[config.mk]
export PLATFORM = sky130hd
export DESIGN_NAME = master_tx_ltssm
export DESIGN_NICKNAME = d
export VERILOG_FILES = /design/src/rtl/ltssm_pkg.sv /design/src/rtl/ltssm_tx_os_counter.sv /design/src/rtl/master_tx_ltssm.sv
export SDC_FILE = /design/constraint.sdc
export NUM_CORES = 1
export LEC_CHECK = 0
export ABC_AREA = 1
export BUFFER_PORTS_ARGS = -buffer_cell sky130_fd_sc_hd__clkbuf_2
export CAP_MARGIN = 20
export CORE_MARGIN = 2
export CORE_UTILIZATION = 47
export CTS_BUF_LIST = sky130_fd_sc_hd__clkbuf_16
export CTS_CLUSTER_DIAMETER = 100
export DETAILED_ROUTE_END_ITERATION = 7
export PLACE_DENSITY = 0.78
export SLEW_MARGIN = 0
export SYNTH_ARGS = -nofsm -noshare
export SYNTH_HDL_FRONTEND = slang
export SYNTH_SLANG_ARGS = --single-unit
[constraint.sdc]
create_clock -name clk -period 1.85 [get_ports clk]
set_input_delay 0.2775 -clock clk [delete_from_list [all_inputs] [get_ports clk]]
set_output_delay 0.2775 -clock clk [all_outputs]
set_load 0.02 [all_outputs]
[src/rtl/ltssm_pkg.sv]
// Shared substate codes, ordered-set types and TX LTSSM FSM states.
// Also holds the per-substate ordered-set selection used by master_tx_ltssm.
package ltssm_pkg;

    typedef enum logic [3:0] {
        SUB_DETECT_QUIET   = 4'd0,
        SUB_DETECT_ACTIVE  = 4'd1,
        SUB_POLL_ACTIVE    = 4'd2,
        SUB_POLL_CONFIG    = 4'd3,
        SUB_LW_START       = 4'd4,
        SUB_LW_ACCEPT      = 4'd5,
        SUB_LN_WAIT        = 4'd6,
        SUB_LN_ACCEPT      = 4'd7,
        SUB_CFG_COMPLETE   = 4'd8,
        SUB_CFG_IDLE       = 4'd9,
        SUB_L0             = 4'd10
    } substate_e;

    typedef enum logic [2:0] {
        OS_NONE  = 3'd0,
        OS_TS1   = 3'd1,
        OS_TS2   = 3'd2,
        OS_IDLE  = 3'd3,
        OS_EIEOS = 3'd5
    } os_type_e;

    typedef enum logic [1:0] {
        TX_IDLE,
        TX_SEND,
        TX_DRAIN,
        TX_DONE
    } tx_state_e;

    typedef struct packed {
        logic [2:0] os_type;
        logic       pad;
    } os_sel_t;

    localparam int POLL_ACTIVE_MIN_DEF = 1024;
    localparam int POST_RX_COUNT_DEF   = 16;
    localparam int EIEOS_INTERVAL      = 32;

    function automatic os_sel_t os_select(input logic [3:0] sub);
        os_sel_t s;
        s.os_type = OS_NONE;
        s.pad     = 1'b0;
        case (sub)
            SUB_POLL_ACTIVE, SUB_LW_START: begin
                s.os_type = OS_TS1;
                s.pad     = 1'b1;
            end
            SUB_POLL_CONFIG: begin
                s.os_type = OS_TS2;
                s.pad     = 1'b1;
            end
            SUB_LW_ACCEPT, SUB_LN_WAIT, SUB_LN_ACCEPT: s.os_type = OS_TS1;
            SUB_CFG_COMPLETE:                          s.os_type = OS_TS2;
            SUB_CFG_IDLE:                              s.os_type = OS_IDLE;
            default: ;
        endcase
        return s;
    endfunction

    // Substates that keep transmitting a fixed number of sets after RX completes.
    function automatic logic drains_after_rx(input logic [3:0] sub);
        return (sub == SUB_POLL_CONFIG) || (sub == SUB_CFG_COMPLETE) || (sub == SUB_CFG_IDLE);
    endfunction

    function automatic logic is_polling(input logic [3:0] sub);
        return (sub == SUB_POLL_ACTIVE) || (sub == SUB_POLL_CONFIG);
    endfunction

endpackage

[src/rtl/ltssm_tx_os_counter.sv]
// Saturating up-counter with synchronous clear (priority) and increment enable.
module ltssm_tx_os_counter #(
    parameter int W = 11
) (
    input  logic         clk,
    input  logic         reset,
    input  logic         clr_i,
    input  logic         inc_i,
    output logic [W-1:0] cnt_o
);

    logic [W-1:0] cnt_q;
    logic [W-1:0] cnt_d;

    always_comb begin
        cnt_d = cnt_q;
        if (clr_i) begin
            cnt_d = '0;
        end else if (inc_i && (cnt_q != '1)) begin
            cnt_d = cnt_q + 1'b1;
        end
    end

    always_ff @(posedge clk or posedge reset) begin
        if (reset) begin
            cnt_q <= '0;
        end else begin
            cnt_q <= cnt_d;
        end
    end

    assign cnt_o = cnt_q;

endmodule

[src/rtl/master_tx_ltssm.sv]
// TX-side LTSSM master: requests ordered sets per substate, counts acks, reports finish/exitTo.
// Optional EIEOS insertion in Polling substates is enabled by defining TX_EIEOS_INSERT_EN.
module master_tx_ltssm
    import ltssm_pkg::*;
#(
    parameter int MAXLANES        = 16,
    parameter int POLL_ACTIVE_MIN = POLL_ACTIVE_MIN_DEF,
    parameter int POST_RX_COUNT   = POST_RX_COUNT_DEF,
    parameter int CNT_W           = 11
) (
    input  logic                clk,
    input  logic                reset,
    input  logic [3:0]          substate_i,
    input  logic                rxFinish_i,
    input  logic [3:0]          rxExitTo_i,
    input  logic                timeOut_i,
    input  logic                osAck_i,
    output logic                osValid_o,
    output logic [2:0]          osType_o,
    output logic                padLinkLane_o,
    output logic [MAXLANES-1:0] txElecIdle_o,
    output logic                finish_o,
    output logic [3:0]          exitTo_o
);

    tx_state_e           state_q;
    logic [3:0]          last_sub_q;
    logic                rx_seen_q;
    logic                os_valid_q;
    logic [2:0]          os_type_q;
    logic                pad_q;
    logic [MAXLANES-1:0] elec_idle_q;
    logic                finish_q;
    logic [3:0]          exit_to_q;

    logic [CNT_W-1:0]    sent_cnt;
    logic [CNT_W-1:0]    drain_cnt;
    logic                in_tx;
    logic                sub_changed;
    logic                restart;
    logic                eieos_active;
    logic                ts_ack;
    logic                sent_inc;
    logic                drain_inc;
    logic                rx_ok;
    logic                rx_fail;
    logic                drain_done;
    logic                sent_enough;
    os_sel_t             sel_new;

`ifdef TX_EIEOS_INSERT_EN
    localparam int EI_W = $clog2(EIEOS_INTERVAL);
    logic            eieos_q;
    logic [EI_W-1:0] eieos_mod_q;
    os_sel_t         sel_cur;
    assign eieos_active = eieos_q;
    assign sel_cur      = os_select(last_sub_q);
`else
    assign eieos_active = 1'b0;
`endif

    assign in_tx       = (state_q == TX_SEND) || (state_q == TX_DRAIN);
    assign sub_changed = (substate_i != last_sub_q);
    // Entry from IDLE and a mid-transmit substate change both start a fresh SEND.
    assign restart     = (substate_i > SUB_DETECT_ACTIVE) &&
                         ((state_q == TX_IDLE) || (in_tx && sub_changed));
    assign ts_ack      = in_tx && osAck_i && !eieos_active;
    assign sent_inc    = (state_q == TX_SEND) && ts_ack;
    assign drain_inc   = (state_q == TX_DRAIN) && ts_ack;
    assign rx_ok       = rxFinish_i && (rxExitTo_i != 4'd0);
    assign rx_fail     = rxFinish_i && (rxExitTo_i == 4'd0);
    assign drain_done  = drain_inc && (drain_cnt == CNT_W'(POST_RX_COUNT - 1));
    assign sent_enough = (sent_cnt >= CNT_W'(POLL_ACTIVE_MIN));
    assign sel_new     = os_select(substate_i);

    ltssm_tx_os_counter #(.W(CNT_W)) u_sent_cnt (
        .clk   (clk),
        .reset (reset),
        .clr_i (restart),
        .inc_i (sent_inc),
        .cnt_o (sent_cnt)
    );

    ltssm_tx_os_counter #(.W(CNT_W)) u_drain_cnt (
        .clk   (clk),
        .reset (reset),
        .clr_i (restart),
        .inc_i (drain_inc),
        .cnt_o (drain_cnt)
    );

    always_ff @(posedge clk or posedge reset) begin
        if (reset) begin
            state_q     <= TX_IDLE;
            last_sub_q  <= SUB_DETECT_QUIET;
            rx_seen_q   <= 1'b0;
            os_valid_q  <= 1'b0;
            os_type_q   <= OS_NONE;
            pad_q       <= 1'b0;
            elec_idle_q <= '1;
            finish_q    <= 1'b0;
            exit_to_q   <= 4'd0;
`ifdef TX_EIEOS_INSERT_EN
            eieos_q     <= 1'b0;
            eieos_mod_q <= '0;
`endif
        end else begin
            finish_q <= 1'b0;
            if (restart) begin
                state_q     <= TX_SEND;
                last_sub_q  <= substate_i;
                rx_seen_q   <= 1'b0;
                os_valid_q  <= 1'b1;
                os_type_q   <= sel_new.os_type;
                pad_q       <= sel_new.pad;
                elec_idle_q <= '0;
`ifdef TX_EIEOS_INSERT_EN
                eieos_q     <= 1'b0;
                eieos_mod_q <= '0;
`endif
            end else begin
                case (state_q)
                    TX_IDLE: begin
                        os_valid_q  <= 1'b0;
                        elec_idle_q <= '1;
                    end
                    TX_SEND, TX_DRAIN: begin
`ifdef TX_EIEOS_INSERT_EN
                        if (osAck_i) begin
                            if (eieos_q) begin
                                eieos_q   <= 1'b0;
                                os_type_q <= sel_cur.os_type;
                                pad_q     <= sel_cur.pad;
                            end else if (is_polling(last_sub_q)) begin
                                if (eieos_mod_q == EI_W'(EIEOS_INTERVAL - 1)) begin
                                    eieos_mod_q <= '0;
                                    eieos_q     <= 1'b1;
                                    os_type_q   <= OS_EIEOS;
                                    pad_q       <= 1'b1;
                                end else begin
                                    eieos_mod_q <= eieos_mod_q + 1'b1;
                                end
                            end
                        end
`endif
                        if (rx_ok) begin
                            rx_seen_q <= 1'b1;
                        end
                        if (sub_changed) begin
                            // Only reachable when the new substate is a Detect substate.
                            state_q     <= TX_IDLE;
                            last_sub_q  <= substate_i;
                            rx_seen_q   <= 1'b0;
                            os_valid_q  <= 1'b0;
                            elec_idle_q <= '1;
                        end else if (timeOut_i || rx_fail) begin
                            state_q    <= TX_DONE;
                            os_valid_q <= 1'b0;
                            finish_q   <= 1'b1;
                            exit_to_q  <= 4'd0;
                        end else if (state_q == TX_DRAIN) begin
                            if (drain_done) begin
                                state_q    <= TX_DONE;
                                os_valid_q <= 1'b0;
                                finish_q   <= 1'b1;
                                exit_to_q  <= last_sub_q + 4'd1;
                            end
                        end else if (rx_seen_q) begin
                            if (last_sub_q == SUB_POLL_ACTIVE) begin
                                if (sent_enough) begin
                                    state_q    <= TX_DONE;
                                    os_valid_q <= 1'b0;
                                    finish_q   <= 1'b1;
                                    exit_to_q  <= last_sub_q + 4'd1;
                                end
                            end else if (drains_after_rx(last_sub_q)) begin
                                state_q <= TX_DRAIN;
                            end else begin
                                state_q    <= TX_DONE;
                                os_valid_q <= 1'b0;
                                finish_q   <= 1'b1;
                                exit_to_q  <= last_sub_q + 4'd1;
                            end
                        end
                    end
                    default: state_q <= TX_IDLE;
                endcase
            end
        end
    end

    assign osValid_o     = os_valid_q;
    assign osType_o      = os_type_q;
    assign padLinkLane_o = pad_q;
    assign txElecIdle_o  = elec_idle_q;
    assign finish_o      = finish_q;
    assign exitTo_o      = exit_to_q;

endmodule

# After elaboration in Yosys (flattened, before gate mapping)
# Cells that the tools add are included.
[word_totals]
register_bits = 55
latchBits = 0
mem_bits_rw = 0
romBits = 0
inputBits = 13
output_inout_bits = 26
wordCells = 133
memories = 0
[op_classes]
addsub = 3
mul = 0
n_div = 0
order_cmp = 2
eq_ne = 27
shift = 0
n_mux = 53
n_bitwise = 2
reduce_logical = 35
[ops]
columns = ["op", "count"]
rows = [
  ["two-way mux 11 bit", 4],
  ["two-way mux 4 bit", 10],
  ["two-way mux 16 bit", 2],
  ["one-hot mux 16 bit (2 select lines)", 1],
  ["two-way mux 1 bit", 25],
  ["adder 11 x 1 -> 11 bit (second input constant)", 2],
  ["inequality test 11 bit (second input constant)", 2],
  ["equality test 4 x 2 -> 1 bit (second input constant)", 4],
  ["equality test 4 x 3 -> 1 bit (second input constant)", 4],
  ["equality test 4 bit (second input constant)", 4],
  ["two-way mux 2 bit", 8],
  ["inequality test 7 bit (second input constant)", 2],
  ["inequality test 6 bit (second input constant)", 2],
  ["equality test 11 x 4 -> 1 bit (second input constant)", 1],
  [">= comparator 11 bit (second input constant)", 1],
  ["logical AND 1 bit", 10],
  ["nonzero test 3 bit", 3],
  ["inequality test 4 bit (second input constant)", 2],
  ["nonzero test 2 bit", 4],
  ["AND reduction 7 bit", 1],
  ["one-hot mux 2 bit (3 select lines)", 1],
  ["AND reduction 2 bit", 3],
  ["logical OR 1 bit", 5],
  ["AND reduction 5 bit", 1],
  ["18 further kinds", 20],
]

# Logic depth before layout (Yosys ltp)
# Gate-level depths: netlist of run 1.
[logic_depth]
ltp_word = 11
mapped_depth = 12
ltp_nobuf = 12

# Cells and area by module
# From an unflattened synthesis of run 1, not the netlist that was laid out.
[unflattened]
cells_unflattened = 376
area_unflattened_um2 = 2645.0
[by_module_without_submodules]
columns = ["module", "n_inst", "cells_per_inst", "area_each_um2", "seq_area_each_um2"]
rows = [
  ["master_tx_ltssm", 1, 186, 1310.0, 426.7],
  ["ltssm_tx_os_counter at u_sent_cnt", 1, 95, 673.1, 275.3],
  ["ltssm_tx_os_counter at u_drain_cnt", 1, 95, 661.9, 275.3],
]

# Worst setup path before layout of run 1
# No wires, ideal clock.
[synth_path]
path_kind = "flip-flop to flip-flop"
start = "register state_q[0]"
end = "register u_drain_cnt.cnt_q[7], in the netlist u_drain_cnt.cnt_o[7]"
setup_ns = 0.092
t_arrival_ns = 1.450
t_required_ns = 1.758
setup_slack_ns = 0.308
stages_incl_launch_ff = 10
synth_period_minus_slack_ns = 1.542
cell_sequence = "dfrtp_1 > inv_1 > ha_1 > nor2_1 > nor2_1 > nand2_2 > buf_6 > inv_4 > buf_6 > o31ai_2"
[synth_via]
elab_chain_cells = 6
word_cells_on_any_way = 12
classes_between = "eq/ne: 2; mux: 1; reduce/logical: 9"
[synth_lines]
columns = ["item", "line_no", "rtl"]
rows = [
  ["start: declaration", "master_tx_ltssm.sv:26", "tx_state_e state_q;"],
  ["start signal: assignment", "master_tx_ltssm.sv:94", "state_q <= TX_IDLE;"],
  ["start signal: assignment", "master_tx_ltssm.sv:110", "state_q <= TX_SEND;"],
  ["start signal: assignment", "master_tx_ltssm.sv:151", "state_q <= TX_IDLE;"],
  ["equality test 2 x 1 -> 1 bit or equality test 2 bit (tied branches)", "master_tx_ltssm.sv:62, master_tx_ltssm.sv:69", ""],
  ["logical OR 1 bit", "master_tx_ltssm.sv:62", "assign in_tx = (state_q == TX_SEND) || (state_q == TX_DRAIN);"],
  ["logical AND 1 bit (on tied branches)", "master_tx_ltssm.sv:66, master_tx_ltssm.sv:67", ""],
  ["logical OR 1 bit or logical AND 1 bit (tied branches)", "master_tx_ltssm.sv:66, master_tx_ltssm.sv:69", ""],
  ["logical AND 1 bit (on tied branches)", "master_tx_ltssm.sv:65, ltssm_tx_os_counter.sv:19", ""],
  ["two-way mux 11 bit or nonzero test 2 bit (tied branches)", "n/a", ""],
  ["end signal: assignment", "ltssm_tx_os_counter.sv:28", "cnt_q <= cnt_d;"],
  ["end: declaration", "ltssm_tx_os_counter.sv:12", "logic [W-1:0] cnt_q;"],
]
# Parallel ways exist; a longest one is shown, timed or not.
# A chain may end at the register's enable or synchronous reset.

# Worst setup path after layout of run 1
[layout_path]
start = "register state_q[1]"
end = "register u_sent_cnt.cnt_q[10], in the netlist u_sent_cnt.cnt_o[10]"
[layout_via]
elab_chain_cells = 6
word_cells_on_any_way = 12
classes_between = "eq/ne: 2; mux: 1; reduce/logical: 9"
[layout_lines]
columns = ["item", "line_no"]
rows = [
  ["equality test 2 x 1 -> 1 bit or equality test 2 bit (tied branches)", "master_tx_ltssm.sv:62, master_tx_ltssm.sv:68"],
  ["logical OR 1 bit", "master_tx_ltssm.sv:62"],
  ["logical AND 1 bit (on tied branches)", "master_tx_ltssm.sv:66, master_tx_ltssm.sv:67"],
  ["logical OR 1 bit or logical AND 1 bit (tied branches)", "master_tx_ltssm.sv:66, master_tx_ltssm.sv:68"],
  ["logical AND 1 bit (on tied branches)", "master_tx_ltssm.sv:65, ltssm_tx_os_counter.sv:19"],
  ["two-way mux 11 bit or nonzero test 2 bit (tied branches)", "n/a"],
  ["end signal: assignment", "ltssm_tx_os_counter.sv:28"],
  ["end: declaration", "ltssm_tx_os_counter.sv:12"],
]
# Parallel ways exist; a longest one is shown, timed or not.

==> summary.md, run 1 <==
| Metric | Value |
|---|---|
| Sw power | 1.563 mW |
| Cells after DPL | 440 |
| Yosys Warn Count | 0 |
| Combinational power share | 0.432 |
| WL/cell | 11.64 um |
| DRT Pass-1 Iters | 4 |
| Sequential cell area fraction in the yosys report | 0.3884 |
| Diode count | 0 |
| Leak | 1.461 nW |
| Vias in the first global route | 1963 |
| Area delta synth->final | 14.22% |
| Total power | 3.736 mW |
| Final Non-Filler Cells | 449 |
| Synthesized area per cell | 7.210 sq um |
| Clk Latency, worst-skew pair | 0.28 ns |
| Net Sw Frac | 0.4184 |
| Yosys reg bits | 39 |
| Number of post-CTS setup repair buffers | 0 |
| Port Buffers | 37 |
| Fmax achieved | 0.5867 GHz |
| Gp weighted congestion | 0.9071 |
| ANT nets after route | 0 |
| Die span in y | 77.17 um |
| Worst Setup End Kind | flop |
| Final setup fails | 0 |
| Max clock buf depth | 2 |
| All-layer global routing usage | 0.1797 |
| Layout cells sized above 1 | 0.1926 |
| Int Pwr | 2.173 mW |
| Routed WL | 5227 um |
| Antenna violations before repair | 0 |
| Worst VDD drop | 0.7376 mV |
| Final cycle utilization of the critical path | 0.9213 |
| CTS Buf Count | 5 |
| Worst Path Arrival | 1.86 ns |
| Worst-path clk slew | 0.06 ns |
| GRT overflow | 0 |
| Maximum fanout along the worst path | 16 |
| Worst Hold Class | in2async |
| Clock share of power | 0.255 |
| Hold Slack | 0.08160 ns |
| Post-DP HPWL | 3801 um |
| Worst EP required | 2.00 ns |
| Post-Synthesis Net Count | 371 |
| # nets final | 400 |
| # IOs | 39 |
| Max-capacitance violation count | 0 |
| Worst Skew | 0.002825 ns |
| Post-cts gate resize count | 0 |
| Die W | 77.17 um |
| Status | completed |
| Distinct cell type count after synthesis | 33 |
| First-pass GRT wire length | 8673 um |
| RSZ-0062 raised after global routing | false |
| Starting density of the core | 0.4895 |
| Seq pwr share | 0.312 |
| Final Slew Violations | 0 |
| CTS tree | yes |
| Final Hold Vio Count | 0 |
| Worst Path Class, Setup | reg2reg |
| DR vias/cell | 4.984 |
| Sink Count | 39 |
| Largest net degree at the start of global routing | 40 |
| Post-Synthesis Cell Area | 2516 sq um |
| CTS H-tree lvls | 2 |
| Post-synthesis cell count | 349 |
| Pwr per Cell Area | 1300 nW/um^2 |
| Tmin final | 1.704 ns |
| Detailed Route Iter0 Violations | 115 |
| Startpoint class of the critical path | flop |
| Core outline area | 5140 sq um |
| Final worst slack | 0.1455 ns |
| DP Worst Slack | 0.01369 ns |
| # rows | 26 |
| Root Driver | clkbuf_16 |
| Vias | 2238 |
| Die ar. | 5954 sq um |
| DRC viols | 0 |
| # hold bufs at CTS | 0 |
stage by stage:
stage | util | area (sq um) | setup TNS (ns)
5_1_grt | 0.5592 | 2874 | 0
6_report | 0.5592 | 2874 | 0
2_1_floorplan | - | 2516 | 0
3_5_place_dp | 0.5204 | 2675 | 0
4_1_cts | 0.5523 | 2839 | 0
3_3_place_gp | 0.5204 | 2675 | -0.01445
cell usage in the layout, fill, tap and decap left out, types with 6 or more instances in the layout:
cell type  instances
xor2_1             6
nor2_1            42
clkbuf_2          37
o21ai_0           15
nor3_1             9
dfrtp_1           38
nand2_1           96
inv_2              6
ha_1               8
inv_1             41
a21oi_1            9
nand3_1           21
cell type report:
class                      instances  area [sq um]
clock inverter                     3         38.79
sequential                        39         977.2
inverter                          48         182.7
timing repair buffer              42         235.2
clock buffer                       5         125.1
tap                               70         87.58
multi-input combinational        242          1227
fill                             494          2266
state kept, by name (all words and copies together) (netlist names):
signal,count
u_drain_cnt.cnt_o,11
u_sent_cnt.cnt_o,11
exitTo_o,4
last_sub_q,4
osType_o,2
state_q,2
finish_o,1
osValid_o,1
padLinkLane_o,1
rx_seen_q,1
txElecIdle_o,1
routing by layer:
metal | vias up | share of wire | track usage
met5 | - | 0 | 0
met4 | 0 | 0.017 | 0.06250
met3 | 8 | 0.045 | 0.03294
met2 | 67 | 0.47 | 0.2991
met1 | 1009 | 0.46 | 0.2344
li1 | 1154 | - | -
worst paths after layout:
kind	startpoint	endpoint	slack, ns	cells after the start
min in group clk	substate_i[2]	last_sub_q[2]	0.27	3
min	reset	rx_seen_q	0.08	3
max in group asynchronous	reset	txElecIdle_o[14]	1.40	3
min reg2reg	exitTo_o[1]	exitTo_o[1]	0.49	2
max reg2reg	state_q[1]	u_sent_cnt.cnt_o[10]	0.15	10
max	state_q[1]	u_sent_cnt.cnt_o[10]	0.15	10
worst max-delay path, stage by stage, from the launching register on:
cell	delay (ns)
dfrtp_1	0.36
inv_1	0.09
ha_4	0.29
nor2_2	0.04
nor2_1	0.12
nand2_2	0.13
buf_12	0.18
inv_4	0.13
nor2_1	0.07
nand2_1	0.07
o21ai_0	0.08
power by group through the flow:
stage               combinational (mW)  clock [mW]  sequential [mW]
floorplan                         1.25           0             1.24
global placement                  1.54           0             1.17
detailed placement                1.55           0             1.18
CTS                               1.56       0.971             1.16
global route                      1.79        1.01             1.19
finish                            1.61       0.954             1.17
synthesized netlist by cell type:
master,count,area [sq um]
nand2_1,96,360.4
inv_1,43,161.4
nor2_1,43,161.4
dfrtp_1,38,950.9
nand3_1,21,105.1
buf_4,16,120.1
o21ai_0,15,75.07
a21oi_1,9,45.04
ha_1,9,112.6
nor3_1,9,45.04
xor2_1,6,52.55
nand4_1,5,31.28
inv_2,4,15.01
o21ai_1,4,20.02
a31oi_1,3,18.77
buf_6,3,33.78
nand2_2,3,18.77
nor2_2,3,18.77
o31ai_2,3,37.54
buf_2,2,10.01
o31ai_1,2,15.01
a211oi_2,1,12.51
a21boi_0,1,7.510
a22oi_1,1,7.510
a2bb2oi_1,1,8.760
conb_1,1,3.750
dfstp_2,1,26.28
inv_4,1,6.260
nor3b_1,1,7.510
nor4_1,1,6.260
o211ai_1,1,7.510
o21bai_1,1,7.510
or2_2,1,6.260
logic make-up (layout without fill, tap and decap cells):
kind of cell | count (synthesis) | count (layout) | synth area share
other | 1 | 1 | 0.001490
buffers and inverters | 69 | 98 | 0.1377
xor gates and xnor gates | 6 | 6 | 0.02088
and+or+nand+nor | 183 | 184 | 0.3023
adders and majority gates | 9 | 9 | 0.04475
DFF | 39 | 39 | 0.3884
AOI/OAI and AO/OA | 42 | 42 | 0.1044
Note: power is estimated with default switching activity, not from simulation.
==> inputs of run 2 (changes only) <==
clock period = 1.9 ns   (was 1.85 ns; I/O delays follow)
==> run 2 against run 1 <==
  * Power grew 1.4%
  * Critical path type unchanged
  * Non-clock buffer count grew 3
  * Combinational power is essentially flat
  * Register-to-register slack is essentially flat
  * Global-route usage grew 1.6 points
==> summary.md, run 2 (same netlist as run 1, synthesis figures left out) <==
| Metric | Value |
|---|---|
| Status | completed |
| Worst Skew | 0.004631 ns (+0.001806 ns) |
| Multi-input logic area | 1225 sq um (-0.20%) |
| Final worst slack | 0.1539 ns (+0.008375 ns) |
| Reg-to-reg setup timing slack | 0.15 ns (about the same) |
| First-pass GRT wire length | 9432 um (+8.8%) |
| CTS Buf Count | 5 (unchanged) |
| Root Driver | clkbuf_16 |
| Reg-to-reg startpoint | state_q[0] |
| Final cycle utilization of the critical path | 0.9190 (-0.002338) |
| Placed Area | 2678 sq um (about the same) |
| Maximum fanout along the worst path | 5 (-11) |
| Post-DP HPWL | 3733 um (-1.8%) |
| Worst r2r dst | exitTo_o[1] |
| Routed WL | 5322 um (+1.8%) |
| Hold Slack | 0.09077 ns (+0.009175 ns) |
| Port Buffers | 37 (unchanged) |
| Clk Latency, worst-skew pair | 0.28 ns (about the same) |
| ANT nets after route | 0 (unchanged) |
| # nets final | 403 (+0.75%) |
| Tmin final | 1.746 ns (+0.04162 ns) |
| Worst EP required | 2.07 ns (+0.07 ns) |
| Final Non-Filler Cells | 452 (+0.67%) |
| Startpoint class of the critical path | flop |
| Die W | 77.17 um (unchanged) |
| DR vias/cell | 5.046 (+1.2%) |
| Sink Count | 39 (unchanged) |
| # hold bufs at CTS | 0 (unchanged) |
| Leak | 1.484 nW (+1.6%) |
| DRT Pass-1 Iters | 4 (unchanged) |
| Final Slew Violations | 0 (unchanged) |
| Most common cell after layout, fill and taps aside | nand2_1 |
| Die ar. | 5954 sq um (unchanged) |
| GRT overflow | 0 (unchanged) |
| DRC viols | 0 (unchanged) |
| DP Worst Slack | 0.06585 ns (+0.05216 ns) |
| Vias in the first global route | 2142 (+9.1%) |
| Diode count | 0 (unchanged) |
| Cells after DPL | 442 (+0.45%) |
| Antenna violations before repair | 0 (unchanged) |
| WL/cell | 11.77 um (+1.1%) |
| Core outline area | 5140 sq um (unchanged) |
| Largest net degree at the start of global routing | 40 (unchanged) |
| Worst-path clk slew | 0.06 ns (about the same) |
| CP startpoint | state_q[0] |
| Worst Setup End Kind | flop |
| Pwr per Cell Area | 1304 nW/um^2 (+0.27%) |
| FILL cells | 465 (-5.9%) |
| Design area | 2907 sq um (+1.1%) |
| CP endpoint | exitTo_o[1] |
| Max-capacitance violation count | 0 (unchanged) |
| Fmax achieved | 0.5727 GHz (-2.4%) |
| Total power | 3.789 mW (+1.4%) |
| CTS H-tree lvls | 2 (unchanged) |
| Layout cells sized above 1 | 0.1963 (+0.003723) |
| Starting density of the core | 0.4895 (unchanged) |
| Max clock buf depth | 2 (unchanged) |
| Commonest cells after routing, fill and taps aside | nand2_1, nor2_1, inv_1 |
| Gp weighted congestion | 0.8831 (-2.6%) |
| # rows | 26 (unchanged) |
| Worst Path Arrival | 1.91 ns (+0.05 ns) |
| Final setup fails | 0 (unchanged) |
| # IOs | 39 (unchanged) |
| All-layer global routing usage | 0.1958 (+0.01609) |
| Worst VDD drop | 0.7422 mV (+0.62%) |
| Vias | 2281 (+1.9%) |
| Die span in y | 77.17 um (unchanged) |
| Worst Path Class, Setup | reg2reg |
| Area delta synth->final | 15.51% |
| Worst Hold Class | in2async |
| Reg area | 977.2 sq um (unchanged) |
| CTS tree | yes |
| Final Hold Vio Count | 0 (unchanged) |
| Detailed Route Iter0 Violations | 143 (+24%) |
| Worst r2r path cells | 10 (unchanged) |
## run 2: stage by stage
step           setup TNS [ns]    util
6_report                    0  0.5655
5_1_grt              -0.01458  0.5655
4_1_cts                     0  0.5592
3_5_place_dp                0  0.5209
3_3_place_gp                0  0.5209
2_1_floorplan               0       -
## run 2: worst min path at each step
stage,slack (ns),depth (start not counted),to,from
after floorplan,0.41,2,last_sub_q[0],substate_i[0]
after global placement,0.41,3,rx_seen_q,reset
after detailed placement,0.43,3,rx_seen_q,reset
after CTS,0.13,3,padLinkLane_o,reset
after global routing,0.15,3,rx_seen_q,reset
final,0.09,3,rx_seen_q,reset
## run 2: timing repair
item,4_1_cts,5_1_grt
setup endpoints to repair,4,14
cloned,1,0
gates resized for setup,1,6
buffers inserted,0,1
pin swaps,1,1
## run 2: where the power goes
| group | total [mW] | switching [mW] | internal (mW) | leakage (nW) |
|---|---|---|---|---|
| combinational | 1.58 | 1.06 | 0.525 | 0.869 |
| sequential | 1.13 | 0.148 | 0.982 | 0.520 |
| clock | 1.08 | 0.329 | 0.748 | 0.0952 |
| total | 3.79 | 1.53 | 2.25 | 1.48 |
## run 2: critical path, cell delays in order, from the launching register on
cell and delay [ns]:
dfrtp_1 0.39, inv_1 0.13, ha_1 0.22, nand3_2 0.13, nor2_1 0.15, nand2_1 0.08, nand2_1 0.09, o21bai_2 0.16
nand2_2 0.14, nand2_1 0.07, o21ai_1 0.06
## run 2: cell type report
class | count | share of cell area
inverters | 48 | 0.06285
clock inverters | 3 | 0.02195
multi-input cells | 242 | 0.4214
clock buffers | 5 | 0.04305
flip-flops and latches | 39 | 0.3362
well taps | 70 | 0.03013
repair buffers | 45 | 0.08437
## run 2: metal layers
metal | up-vias | wire (um) | global-route usage
met2 | 66 | 2640 | 0.3374
met3 | 4 | 248 | 0.03647
met5 | - | 0 | 0
met4 | 0 | 58 | 0.06964
li1 | 1160 | - | -
met1 | 1051 | 2375 | 0.2445
